--- src/rtl/sd_arbiter.sv ---
// sd_arbiter: shares the single SD block-access port of the I/O controller
// between N (1..4) core-side requesters. Requesters are served one sector at a time,
// in round-robin order. An optional ack timeout returns a stuck command to IDLE.
//
// Ports:
//   clk_sys, reset          - system clock; synchronous active-high reset
//   req_lba/req_rd/req_wr   - per-requester command (LBA i at [32i+31:32i])
//   req_ack/req_buff_wr     - per-requester gated copies of sd_ack/sd_buff_wr
//   req_buff_din            - per-requester write data (byte i at [8i+7:8i])
//   req_err                 - one-cycle timeout pulse to the granted requester
//   sd_lba/sd_rd/sd_wr      - command to the I/O controller
//   sd_ack/sd_buff_wr       - handshake and byte strobe from the I/O controller
//   sd_buff_din             - write data muxed from the granted requester
//   busy/grant              - status: not IDLE / current or last grant index
module sd_arbiter #(
  parameter int N           = 2,
  parameter int ACK_TIMEOUT = 0
) (
  input  logic              clk_sys,
  input  logic              reset,
  input  logic [32*N-1:0]   req_lba,
  input  logic [N-1:0]      req_rd,
  input  logic [N-1:0]      req_wr,
  output logic [N-1:0]      req_ack,
  output logic [N-1:0]      req_buff_wr,
  input  logic [8*N-1:0]    req_buff_din,
  output logic [N-1:0]      req_err,
  output logic [31:0]       sd_lba,
  output logic              sd_rd,
  output logic              sd_wr,
  input  logic              sd_ack,
  input  logic              sd_buff_wr,
  output logic [7:0]        sd_buff_din,
  output logic              busy,
  output logic [1:0]        grant
);

  // Wide enough to hold ACK_TIMEOUT (and at least one bit when disabled).
  localparam int CW = $clog2(ACK_TIMEOUT + 2);

  typedef enum logic [1:0] {S_IDLE, S_ISSUE, S_XFER, S_DONE} state_t;

  state_t          state_q, state_d;
  logic [1:0]      grant_q, grant_d;
  logic [1:0]      last_q, last_d;
  logic [31:0]     lba_q, lba_d;
  logic            rd_q, rd_d;
  logic            wr_q, wr_d;
  logic [N-1:0]    err_q, err_d;
  logic [CW-1:0]   cnt_q, cnt_d;

  // Requester views padded to four slots so a 2-bit index always fits exactly.
  logic [3:0]       pend4_s;
  logic [3:0]       wr4_s;
  logic [3:0][31:0] lba4_s;
  logic [3:0][7:0]  din4_s;
  logic [3:0]       sel4_s;
  logic             found_hi_s, found_lo_s;
  logic [1:0]       pick_hi_s, pick_lo_s, pick_s;
  logic             active_s;
  logic             timeout_s;

  // Pad the per-requester buses into fixed four-entry arrays.
  always_comb begin
    pend4_s = 4'b0000;
    wr4_s   = 4'b0000;
    lba4_s  = '0;
    din4_s  = '0;
    for (int i = 0; i < N; i++) begin
      pend4_s[i] = req_rd[i] | req_wr[i];
      wr4_s[i]   = req_wr[i];
      lba4_s[i]  = req_lba[32*i +: 32];
      din4_s[i]  = req_buff_din[8*i +: 8];
    end
  end

  // Round-robin pick: lowest pending index above last, else lowest pending overall.
  // Loops run downward so the lowest qualifying index is assigned last and wins.
  always_comb begin
    found_hi_s = 1'b0;
    found_lo_s = 1'b0;
    pick_hi_s  = 2'd0;
    pick_lo_s  = 2'd0;
    for (int i = 3; i >= 0; i--) begin
      if (pend4_s[i]) begin
        found_lo_s = 1'b1;
        pick_lo_s  = 2'(i);
      end else begin
        found_lo_s = found_lo_s;
      end
      if (pend4_s[i] && (2'(i) > last_q)) begin
        found_hi_s = 1'b1;
        pick_hi_s  = 2'(i);
      end else begin
        found_hi_s = found_hi_s;
      end
    end
    if (found_hi_s) begin
      pick_s = pick_hi_s;
    end else begin
      pick_s = pick_lo_s;
    end
  end

  assign sel4_s    = 4'b0001 << grant_q;
  assign active_s  = (state_q == S_ISSUE) || (state_q == S_XFER);
  assign timeout_s = (ACK_TIMEOUT != 0) && (cnt_q == CW'(ACK_TIMEOUT - 1));

  // Next-state logic for the transfer FSM and its datapath registers.
  always_comb begin
    state_d = state_q;
    grant_d = grant_q;
    last_d  = last_q;
    lba_d   = lba_q;
    rd_d    = rd_q;
    wr_d    = wr_q;
    err_d   = '0;
    cnt_d   = cnt_q;
    case (state_q)
      S_IDLE: begin
        if (found_lo_s) begin
          grant_d = pick_s;
          lba_d   = lba4_s[pick_s];
          // A write wins when both read and write are requested.
          wr_d    = wr4_s[pick_s];
          rd_d    = ~wr4_s[pick_s];
          cnt_d   = '0;
          state_d = S_ISSUE;
        end else begin
          state_d = S_IDLE;
        end
      end
      S_ISSUE: begin
        if (sd_ack) begin
          rd_d    = 1'b0;
          wr_d    = 1'b0;
          state_d = S_XFER;
        end else if (timeout_s) begin
          rd_d    = 1'b0;
          wr_d    = 1'b0;
          err_d   = sel4_s[N-1:0];
          state_d = S_DONE;
        end else begin
          cnt_d   = cnt_q + CW'(1);
        end
      end
      S_XFER: begin
        if (!sd_ack) begin
          state_d = S_DONE;
        end else begin
          state_d = S_XFER;
        end
      end
      S_DONE: begin
        last_d  = grant_q;
        state_d = S_IDLE;
      end
      default: begin
        state_d = S_IDLE;
      end
    endcase
  end

  // State and datapath registers with synchronous reset.
  always_ff @(posedge clk_sys) begin
    if (reset) begin
      state_q <= S_IDLE;
      grant_q <= 2'd0;
      // Start the search at requester 0 after reset.
      last_q  <= 2'(N - 1);
      lba_q   <= 32'h0000_0000;
      rd_q    <= 1'b0;
      wr_q    <= 1'b0;
      err_q   <= '0;
      cnt_q   <= '0;
    end else begin
      state_q <= state_d;
      grant_q <= grant_d;
      last_q  <= last_d;
      lba_q   <= lba_d;
      rd_q    <= rd_d;
      wr_q    <= wr_d;
      err_q   <= err_d;
      cnt_q   <= cnt_d;
    end
  end

  // Ack and byte strobe reach only the granted requester, and only mid-transfer.
  assign req_ack     = sel4_s[N-1:0] & {N{sd_ack & active_s}};
  assign req_buff_wr = sel4_s[N-1:0] & {N{sd_buff_wr & active_s}};
  assign sd_buff_din = din4_s[grant_q];
  assign req_err     = err_q;
  assign sd_lba      = lba_q;
  assign sd_rd       = rd_q;
  assign sd_wr       = wr_q;
  assign busy        = (state_q != S_IDLE);
  assign grant       = grant_q;

endmodule

--- config.mk ---
export PLATFORM = sky130hd
export DESIGN_NAME = sd_arbiter
export DESIGN_NICKNAME = d
export VERILOG_FILES = /design/src/rtl/sd_arbiter.sv
export SDC_FILE = /design/constraint.sdc
export NUM_CORES = 1
export LEC_CHECK = 0
export BUFFER_PORTS_ARGS = -buffer_cell sky130_fd_sc_hd__buf_4
export CELL_PAD_IN_SITES_DETAIL_PLACEMENT = 1
export CELL_PAD_IN_SITES_GLOBAL_PLACEMENT = 2
export CORE_ASPECT_RATIO = 0.8
export CORE_MARGIN = 3
export CORE_UTILIZATION = 22
export DETAILED_ROUTE_END_ITERATION = 16
export HOLD_SLACK_MARGIN = 0.02
export PLACE_DENSITY_LB_ADDON = 0.1
export REMOVE_ABC_BUFFERS = 1
export SLEW_MARGIN = 15
export SYNTH_ARGS = -nofsm -noshare
export SYNTH_HDL_FRONTEND = slang
export SYNTH_SLANG_ARGS = --single-unit
--- constraint.sdc ---
create_clock -name clk_sys -period 3.7 [get_ports clk_sys]
set_input_delay 0.74 -clock clk_sys [delete_from_list [all_inputs] [get_ports clk_sys]]
set_output_delay 0.74 -clock clk_sys [all_outputs]
set_load 0.02 [all_outputs]
==> results of run 1 <==
[sequential cells by signal, indices dropped and copies added (netlist names)]
register	cells
grant	1
last_q	1
state_q	2
sd_rd	1
sd_wr	1
sd_lba	32
[stage by stage]
step	hold slack (ns)	setup WS [ns]
3_5_place_dp	0.472	1.29
3_3_place_gp	0.460	1.30
6_report	0.484	1.41
5_1_grt	0.501	1.31
4_1_cts	0.492	1.39
2_1_floorplan	0.505	1.49
[final cells by class]
class | count | area (um^2)
repair buffers | 138 | 1040
inverters | 4 | 15.0
well taps | 108 | 135
fillers | 1017 | 5100
clock buffers | 5 | 68.8
flip-flops and latches | 38 | 761
clock inverters | 3 | 40.0
multi-input cells | 175 | 1010
[cells by family (layout without fill, tap and decap cells)]
kind of cell             count (synthesis)  in the layout  share of synthesized area (%)
AO/OA/AOI/OAI                           77             77                           26.0
buffers and inverters                   25            150                           7.06
multiplexers                             9              9                           5.28
flip-flops                              38             38                           40.1
adder cells (fa/ha/maj)                  5              5                           3.30
AND/OR/NAND/NOR                         81             81                           18.0
other                                    1              3                          0.198
[Yosys cell counts (all sizes together) (4+ instances only)]
library cell,instances,area share (%)
mux2,8,4.8
a211oi,33,13
inv,4,0.79
dfxtp,38,40
clkbuf,11,2.2
a21oi,33,8.7
nor2,36,7.1
nand2,35,7.1
buf,10,4.1
ha,5,3.3
[worst paths after layout]
| path | end | cells past startpoint | startpoint | slack (ns) |
|---|---|---|---|---|
| worst min register to register | sd_rd | 1 | sd_rd | 0.48 |
| worst max-delay path | sd_buff_din[7] | 2 | grant[0] | 1.41 |
| worst min-delay path | sd_rd | 1 | sd_rd | 0.48 |
| worst max register to register | sd_lba[7] | 5 | state_q[0] | 1.94 |
[power groups by stage]
| stage | logic (mW) | clock network [mW] | registers (mW) |
|---|---|---|---|
| global route | 1.41 | 0.391 | 0.693 |
| detailed placement | 1.28 | 0 | 0.682 |
| floorplan | 0.557 | 0 | 0.847 |
| global placement | 1.28 | 0 | 0.676 |
| CTS | 1.28 | 0.373 | 0.673 |
| finish | 1.26 | 0.360 | 0.669 |
[layer usage]
layer,up-vias,share of wire (%),routed length [um],global-route usage [%]
met5,-,0,0,0
met4,0,0.55,40,3.74
met3,5,12,834,6.57
met2,85,41,2980,21.4
met1,969,46,3350,19.4
li1,1068,-,-,-
[worst register-to-register path, stage by stage, from the launching register on]
cell	delay, ns
sky130_fd_sc_hd__dfxtp_1	0.40
sky130_fd_sc_hd__inv_1	0.10
sky130_fd_sc_hd__ha_1	0.28
sky130_fd_sc_hd__nand2_2	0.51
sky130_fd_sc_hd__a21oi_1	0.10
sky130_fd_sc_hd__a211oi_1	0.26
==> impl_summary.log, run 1 <==
[metrics] effective utilization at floorplan: ~23%
[metrics] GRT Resource Usage Total: 14.6%
[metrics] Critical Path RT: 2.96 ns
[metrics] number of placed cells counting well taps: 463
[metrics] Crit Path Category: reg -> out
[metrics] Min-Delay Path Class: reg -> reg
[metrics] list of cells traversed by the critical path: mux2_2 > buf_4
[metrics] average cell area after synthesis: 8.03 um^2
[metrics] async set or reset register ratio after synthesis: 0%
[metrics] Distinct cells, synth: 31
[metrics] signal arrival time at the worst endpoint: 1.55 ns
[metrics] portion of total power attributed to sequential cells: 29.3%
[metrics] worst-case clock buffer depth: 2
[metrics] insertion delay to the later sink of the worst-skew pair: a little under 0.3 ns
[metrics] number of storage elements in the synthesis netlist: 38
[metrics] total negative slack: 0 ns
[metrics] vertical die dimension: 89.0 um
[metrics] level count of the clock H-tree: 2
[metrics] number of antenna diodes: 0
[metrics] largest stage delay on the critical path: 0.70 ns
[metrics] final hold violation count: 0
[metrics] drt total wl: 7.21 mm
[metrics] TritonCTS clock tree: done
[metrics] max-cap violation count: 0
[metrics] number of cell rows: 29
[metrics] Wirelength per Cell: 15.3 um
[metrics] Core Footprint: 8160 um^2
[metrics] global-route wire length before repair: 11.1 mm
[metrics] cells resized by post-CTS repair: 0
[metrics] dpl cell area: just under 3000 um^2
[metrics] fraction of the yosys area taken by sequential cells: 40.1%
[metrics] highest achievable clock rate: 0.437 GHz
[metrics] number of buffers added on ports: between 100 and 150
[metrics] Bufs and invs on worst path: 1
[metrics] ratio of cells with drive above 1 in the final layout: 43.3%
[metrics] Mapped Cells: 236
[metrics] Post-Synthesis Cell Area: 1900 um^2
[metrics] pin count of the biggest net entering global routing: 39
[metrics] number of vias after detailed routing: 2127
[metrics] commonest register cell after synthesis: sky130_fd_sc_hd__dfxtp_1
[metrics] utilization after layout: 37.6%
[metrics] die area: 9770 um^2
[metrics] Post-CTS Repair Setup Buffers: 0
[metrics] Layout Nets: 455
[metrics] maximum fanout count along the critical path: 15
[metrics] Int Pwr: 1.29 mW
[metrics] CTS Hold Bufs: 0
[metrics] DRC violations left: 0
[metrics] cell at the root of the clock tree: sky130_fd_sc_hd__clkbuf_8
[metrics] final non-filler cell area: 3070 um^2
[metrics] leakage component of the power: between 1.5 and 2 nW
[metrics] via count of the first global-routing pass: 2149
[metrics] number of enable-type register cells in the synthesized netlist: 0
[metrics] PwrDens: 745 nW/um^2
[metrics] most common cell after layout, fill and taps aside: sky130_fd_sc_hd__buf_4
[metrics] setup repair after global routing missed its margin: no
[metrics] number of synthesis warnings: 0
[metrics] clock transition at the registers of the reported paths: 0.08 ns
[metrics] kind of end point of the critical path: primary output
[metrics] Total Power: between 2 and 2.5 mW
[metrics] initial DRC count: 59
[metrics] normalized max-slew margin: 56.4%
[metrics] antenna violations before repair: 0
[metrics] final setup violating endpoints: 0
[metrics] x dimension of the die: 110 um
[metrics] crit path max-delay cell type: sky130_fd_sc_hd__dfxtp_1
[metrics] number of vias per cell: around 4.5
[metrics] final period utilization: 61.9%
[metrics] delay-heaviest family, CP: flip-flops
[metrics] detailed-placement wirelength estimate: approximately 5.3 mm
[metrics] Num CTS Buffers: 5
[metrics] worst slew pin tran: 0.651 ns
[metrics] Comb power frac: between 50% and 60%
[metrics] boundary pin count: 139
[metrics] most frequent cells in the layout: sky130_fd_sc_hd__buf_4 (138), sky130_fd_sc_hd__dfxtp_1 (38), sky130_fd_sc_hd__nor2_1 (36), sky130_fd_sc_hd__nand2_1 (34)
[metrics] largest vdd supply drop: 0.000255 V
[metrics] final std cells w/o fill: 471
[metrics] switching power: 0.997 mW
[metrics] Clk network pwr share: 15.7%
[metrics] TritonRoute pass-1 iters: 4
[metrics] status: finished clean
[metrics] number of clock sinks: 38
[metrics] total count of max-transition violations in the final report: 0
[metrics] Switching Share: 43.6%
[metrics] Layout Area Growth over Synthesis: 61.8%
[metrics] weighted congestion at the end of routability-driven global placement: 0.687
[metrics] time the final worst path needs with I/O delays and setup: 2.29 ns
[metrics] Critical Path Start Type: register
[metrics] Clock Skew: 0.0102 ns
[metrics] Overflow after GRT: 0
[metrics] post-route antenna net violation count: 0
Power figures use the tool's default switching activity.
==> run 2: changes to the inputs <==
--- a/config.mk
+++ b/config.mk
@@ -10,7 +10,7 @@
 export CELL_PAD_IN_SITES_GLOBAL_PLACEMENT = 2
 export CORE_ASPECT_RATIO = 0.8
 export CORE_MARGIN = 3
-export CORE_UTILIZATION = 22
+export CORE_UTILIZATION = 20
 export DETAILED_ROUTE_END_ITERATION = 16
 export HOLD_SLACK_MARGIN = 0.02
 export PLACE_DENSITY_LB_ADDON = 0.1
==> constraint.sdc (replaced) <==
create_clock -name clk_sys -period 2.2 [get_ports clk_sys]
set_input_delay 0.44 -clock clk_sys [delete_from_list [all_inputs] [get_ports clk_sys]]
set_output_delay 0.44 -clock clk_sys [all_outputs]
set_load 0.02 [all_outputs]
==> run 2 against run 1 <==
  * Critical path depth unchanged
  * Register-to-register slack got worse by 1.3 ns
  * First-iteration DRC count decreased by 8.5%
  * Design area increased by 2.9%
  * Critical path type unchanged
==> impl_summary.log, run 2 (synthesized netlist as in run 1, its figures left out) <==
[metrics] most common cell after layout, fill and taps aside: sky130_fd_sc_hd__buf_4
[metrics] drt total wl: 7.18 mm (-0.37%)
[metrics] post-route antenna net violation count: 0 (unchanged)
[metrics] Layout Nets: 459 (+0.88%)
[metrics] clock transition at the registers of the reported paths: 0.06 ns (-0.02 ns)
[metrics] Num CTS Buffers: 5 (unchanged)
[metrics] global-route wire length before repair: 11.1 mm (+0.31%)
[metrics] PwrDens: 1270 nW/um^2 (+71%)
[metrics] largest vdd supply drop: 0.000378 V (+49%)
[metrics] signal arrival time at the worst endpoint: 1.50 ns (-0.05 ns)
[metrics] worst slew pin tran: 0.545 ns (-0.107 ns)
[metrics] number of cell rows: 31 (+6.9%)
[metrics] number of vias after detailed routing: 2135 (+0.38%)
[metrics] TritonRoute pass-1 iters: 4 (unchanged)
[metrics] pin count of the biggest net entering global routing: 39 (unchanged)
[metrics] path length in cells of the critical path: 2 (unchanged)
[metrics] Bufs and invs on worst path: 1 (unchanged)
[metrics] number of antenna diodes: 0 (unchanged)
[metrics] Crit Path Category: reg -> out
[metrics] GRT Resource Usage Total: 13.0% (-1.6 points)
[metrics] cell at the root of the clock tree: sky130_fd_sc_hd__clkbuf_16
[metrics] Critical Path RT: 1.76 ns (-1.20 ns)
[metrics] time the final worst path needs with I/O delays and setup: 1.94 ns
[metrics] Overflow after GRT: 0 (unchanged)
[metrics] DRC violations left: 0 (unchanged)
[metrics] number of vias per cell: 4.43 (-1.9%)
[metrics] Reg-to-Reg Start: state_q[0]
[metrics] final setup violating endpoints: 0 (unchanged)
[metrics] setup repair after global routing missed its margin: no
[metrics] boundary pin count: 139 (unchanged)
[metrics] crit path max-delay cell type: sky130_fd_sc_hd__dfxtp_1
[metrics] detailed-placement wirelength estimate: 5.39 mm (+1.3%)
[metrics] level count of the clock H-tree: 2 (unchanged)
[metrics] status: finished clean
[metrics] max-cap violation count: 0 (unchanged)
[metrics] kind of end point of the critical path: primary output
[metrics] TritonCTS clock tree: done
[metrics] max reg flops: 32 (unchanged)
[metrics] Post-CTS Repair Setup Buffers: 0 (unchanged)
[metrics] final hold violation count: 0 (unchanged)
[metrics] Critical Path Start Type: register
[metrics] die area: 10700 um^2 (+9.4%)
[metrics] number of clock sinks: 38 (unchanged)
[metrics] final period utilization: 88.2%
[metrics] cells resized by post-CTS repair: 0 (unchanged)
[metrics] ratio of cells with drive above 1 in the final layout: 43.6% (+0.35 points)
[metrics] Layout Area Growth over Synthesis: 66.6%
[metrics] number of placed cells counting well taps: 474 (+2.4%)
[metrics] Core Footprint: 9150 um^2 (+12%)
[metrics] crit path capture: sd_buff_din[4]
[metrics] Clock Skew: 0.00747 ns (-0.00275 ns)
[metrics] register-to-register setup slack: 0.63 ns (-1.31 ns)
[metrics] most frequent cells in the layout: sky130_fd_sc_hd__buf_4 (141), sky130_fd_sc_hd__dfxtp_1 (38), sky130_fd_sc_hd__nor2_1 (36), sky130_fd_sc_hd__nand2_1 (34)
[metrics] Wirelength per Cell: 14.9 um (-2.6%)
[metrics] weighted congestion at the end of routability-driven global placement: 0.686 (-0.15%)
[metrics] insertion delay to the later sink of the worst-skew pair: 0.28 ns (about the same)
[metrics] worst-case clock buffer depth: 2 (unchanged)
[metrics] highest achievable clock rate: 0.515 GHz
[metrics] vertical die dimension: 93.1 um (+4.5%)
[metrics] maximum fanout count along the critical path: 15 (unchanged)
[metrics] fill cell count: 1138 (+12%)
[metrics] total count of max-transition violations in the final report: 0 (unchanged)
[metrics] effective utilization at floorplan: 20.7% (-2.5 points)
[metrics] x dimension of the die: 115 um (+4.6%)
[metrics] number of buffers added on ports: 135 (unchanged)
[metrics] initial DRC count: 54 (-8.5%)
[metrics] via count of the first global-routing pass: 2242 (+4.3%)
[metrics] Min-Delay Path Class: in -> reg
[metrics] capturing point of the worst reg2reg path: sd_wr
[metrics] delay-heaviest family, CP: flip-flops
[metrics] antenna violations before repair: 0 (unchanged)
[metrics] normalized max-slew margin: 63.6% (+7.2 points)
[metrics] Worst Reg-to-Reg Cells: 6 (+1)
[metrics] largest stage delay on the critical path: 0.66 ns (-0.04 ns)
[metrics] list of cells traversed by the critical path: mux2_2 > buf_4
[metrics] final std cells w/o fill: 482 (+2.3%)
[metrics] total negative slack: 0 ns (unchanged)
[metrics] CTS Hold Bufs: 0 (unchanged)
[metrics] Setup crit start: grant[0]
[metrics] leakage component of the power: 1.54 nW (+2.8%)
run 2: layout make-up:
type                       instances  area (um^2)  share of cell area, %
tap                              115          144                   4.56
multi-input combinational        175         1010                   32.1
clock inverter                     1         5.00                  0.158
timing repair buffer             142         1080                   34.2
clock buffer                       7          143                   4.52
sequential                        38          761                   24.1
inverter                           4         15.0                  0.475
run 2: worst min-delay path, stage by stage:
cell                       delay, ns
sky130_fd_sc_hd__buf_4          0.11
sky130_fd_sc_hd__nand2_1        0.05
sky130_fd_sc_hd__a211oi_1       0.05
run 2: metal layers:
| metal | part of all wire (%) | GRT usage (%) | routed length (um) |
|---|---|---|---|
| met1 | 45 | 16.3 | 3270 |
| met2 | 44 | 21.1 | 3180 |
| met3 | 9.7 | 5.37 | 699 |
| met4 | 0.45 | 2.05 | 32 |
| met5 | 0 | 0 | 0 |
run 2: where the power goes:
group / leakage (nW) / switching, mW / internal [mW]
clock: 0.0739 / 0.279 / 0.450
combinational: 1.15 / 1.25 / 0.923
sequential: 0.316 / 0.161 / 0.963
run 2: worst min-delay path by stage:
| stage | endpoint | startpoint | cells past startpoint |
|---|---|---|---|
| 2_1_floorplan | state_q[0] | state_q[0] | 2 |
| 3_3_place_gp | sd_wr | sd_wr | 1 |
| 3_5_place_dp | sd_rd | sd_rd | 1 |
| 4_1_cts | sd_lba[31] | req_lba[31] | 3 |
| 5_1_grt | sd_lba[30] | req_lba[30] | 3 |
| 6_report | sd_lba[12] | req_lba[12] | 3 |
run 2: stage by stage:
stage	util, %	power, mW	hold slack [ns]	setup slack (ns)	cell area (um^2)
after floorplan	-	2.36	0.505	0.286	1780
final	34.5	4.03	0.413	0.260	3160
after global routing	34.5	4.36	0.417	0.166	3160
after global placement	32.9	3.35	0.465	0.340	3010
after detailed placement	32.9	3.36	0.467	0.284	3010
after CTS	34.5	4.11	0.410	0.216	3160
==> run 3: changes to the inputs <==
--- a/config.mk
+++ b/config.mk
@@ -5,7 +5,7 @@
 export SDC_FILE = /design/constraint.sdc
 export NUM_CORES = 1
 export LEC_CHECK = 0
-export BUFFER_PORTS_ARGS = -buffer_cell sky130_fd_sc_hd__buf_4
+export BUFFER_PORTS_ARGS = -buffer_cell sky130_fd_sc_hd__buf_2
 export CELL_PAD_IN_SITES_DETAIL_PLACEMENT = 1
 export CELL_PAD_IN_SITES_GLOBAL_PLACEMENT = 2
 export CORE_ASPECT_RATIO = 0.8
==> run 3 against run 2 <==
  * Sequential share of layout area increased by 2.7 points
  * Clock power about the same
  * Total power decreased by 4.9%
  * First-iteration DRC count increased by 43%
==> impl_summary.log, run 3 (synthesized netlist as in run 1, its figures left out) <==
[metrics] status: finished clean
[metrics] TritonRoute pass-1 iters: 4 (unchanged)
[metrics] normalized max-slew margin: 62.0% (-1.6 points)
[metrics] number of antenna diodes: 0 (unchanged)
[metrics] largest vdd supply drop: 0.000360 V (-5.0%)
[metrics] Critical Path Start Type: register
[metrics] Core Footprint: 9150 um^2 (unchanged)
[metrics] vertical die dimension: 93.1 um (unchanged)
[metrics] ratio of cells with drive above 1 in the final layout: 43.9% (+0.31 points)
[metrics] list of cells traversed by the critical path: mux2_2 > buf_2
[metrics] dpl cell area: 2690 um^2 (-11%)
[metrics] boundary pin count: 139 (unchanged)
[metrics] setup repair after global routing missed its margin: no
[metrics] via count of the first global-routing pass: 2303 (+2.7%)
[metrics] final period utilization: 87.7% (-0.52 points)
[metrics] Worst Slack Setup Final: 0.271 ns (+0.0114 ns)
[metrics] drt total wl: 7.37 mm (+2.6%)
[metrics] number of buffers added on ports: 135 (unchanged)
[metrics] final setup violating endpoints: 0 (unchanged)
[metrics] number of vias per cell: 4.48 (+1.1%)
[metrics] final hold slack: 0.398 ns (-0.0146 ns)
[metrics] Crit Path Category: reg -> out
[metrics] insertion delay to the later sink of the worst-skew pair: 0.28 ns (about the same)
[metrics] Layout Area Growth over Synthesis: 49.6%
[metrics] effective utilization at floorplan: 20.7% (unchanged)
[metrics] global-route wire length before repair: 11.6 mm (+4.1%)
[metrics] Critical Path RT: 1.76 ns (about the same)
[metrics] utilization after layout: 31.0% (-3.5 points)
[metrics] DRC violations left: 0 (unchanged)
[metrics] final hold violation count: 0 (unchanged)
[metrics] die area: 10700 um^2 (unchanged)
[metrics] signal arrival time at the worst endpoint: 1.49 ns (about the same)
[metrics] Layout Nets: 461 (+0.44%)
[metrics] Min-Delay Path Class: in -> reg
[metrics] weighted congestion at the end of routability-driven global placement: 0.718 (+4.7%)
[metrics] number of cell rows: 31 (unchanged)
[metrics] antenna violations before repair: 1 (+1)
[metrics] highest achievable clock rate: 0.519 GHz (+0.59%)
[metrics] clock transition at the registers of the reported paths: 0.06 ns (about the same)
[metrics] level count of the clock H-tree: 2 (unchanged)
[metrics] crit path max-delay cell type: sky130_fd_sc_hd__dfxtp_1
[metrics] max reg flops: 32 (unchanged)
[metrics] largest stage delay on the critical path: 0.66 ns (about the same)
[metrics] Wirelength per Cell: 15.2 um (+2.2%)
[metrics] post-route antenna net violation count: 0 (unchanged)
[metrics] leakage component of the power: 1.46 nW (-5.5%)
[metrics] CTS Hold Bufs: 0 (unchanged)
[metrics] final non-filler cell area: 2840 um^2 (-10%)
[metrics] TritonCTS clock tree: done
[metrics] Num CTS Buffers: 5 (unchanged)
[metrics] Overflow after GRT: 0 (unchanged)
[metrics] Post-CTS Repair Setup Buffers: 0 (unchanged)
[metrics] most frequent cells in the layout: sky130_fd_sc_hd__buf_2 (135), sky130_fd_sc_hd__dfxtp_1 (38), sky130_fd_sc_hd__nor2_1 (36), sky130_fd_sc_hd__nand2_1 (34)
[metrics] worst-case clock buffer depth: 2 (unchanged)
[metrics] total count of max-transition violations in the final report: 0 (unchanged)
[metrics] number of clock sinks: 38 (unchanged)
[metrics] worst slew pin tran: 0.569 ns (+0.0247 ns)
[metrics] time the final worst path needs with I/O delays and setup: 1.93 ns (-0.0114 ns)
[metrics] pin count of the biggest net entering global routing: 21 (-46%)
[metrics] worst slack, placed: 0.300 ns (+0.0162 ns)
[metrics] cell at the root of the clock tree: sky130_fd_sc_hd__clkbuf_16
[metrics] most common cell after layout, fill and taps aside: sky130_fd_sc_hd__buf_2
[metrics] x dimension of the die: 115 um (unchanged)
[metrics] number of vias after detailed routing: 2168 (+1.5%)
[metrics] GRT Resource Usage Total: 13.6% (+0.67 points)
[metrics] initial DRC count: 77 (+43%)
[metrics] cells resized by post-CTS repair: 0 (unchanged)
[metrics] total negative slack: 0 ns (unchanged)
[metrics] kind of end point of the critical path: primary output
[metrics] max-cap violation count: 0 (unchanged)
[metrics] Clock Skew: 0.00684 ns (-0.000630 ns)
[metrics] maximum fanout count along the critical path: 15 (unchanged)
[metrics] PwrDens: 1350 nW/um^2 (+5.9%)
[metrics] detailed-placement wirelength estimate: 5.59 mm (+3.8%)
-- run 3: cell count changes in the layout (fill, tap and decap cells not counted), sizes merged --
cell / change
buf: +2
-- run 3: layout make-up --
type | count | area (um^2)
tap | 115 | 144
inverter | 4 | 15.0
timing repair buffer | 144 | 756
clock buffer | 7 | 143
sequential | 38 | 761
fill | 1152 | 6320
clock inverter | 1 | 5.00
multi-input combinational | 175 | 1010
-- run 3: critical path: cells and delay by family (launching register included) --
family                 cells  cell delay, ns
buffers and inverters      1            0.16
multiplexers               1            0.39
flip-flops                 1            0.66
-- run 3: per-stage QoR --
| stage | cells | power, mW |
|---|---|---|
| finish | 484 | 3.83 |
| global placement | 476 | 3.14 |
| floorplan | 217 | 2.36 |
| detailed placement | 476 | 3.16 |
| global route | 484 | 4.17 |
| CTS | 484 | 3.91 |
-- run 3: final timing paths --
path                from             end  slack (ns)  depth (start not counted)
max reg2reg   state_q[0]           sd_wr        0.68                          6
min reg2reg        sd_rd           sd_rd        0.48                          1
max             grant[0]  sd_buff_din[0]        0.27                          2
min          req_lba[31]      sd_lba[31]        0.40                          3
-- run 3: power by group --
part | internal (mW) | switching, mW | total, mW | leakage (nW)
registers | 0.962 | 0.154 | 1.12 | 0.316
clock network | 0.450 | 0.281 | 0.730 | 0.0739
logic | 0.725 | 1.26 | 1.98 | 1.07
total | 2.14 | 1.69 | 3.83 | 1.46
-- run 3: per-layer routing --
metal  wire, um  track usage [%]  vias up
met5         13                0        -
met4         25             2.35        2
met3        663             5.63        4
met2       3140             20.8       79
met1       3530             18.2      998
li1           -                -     1085
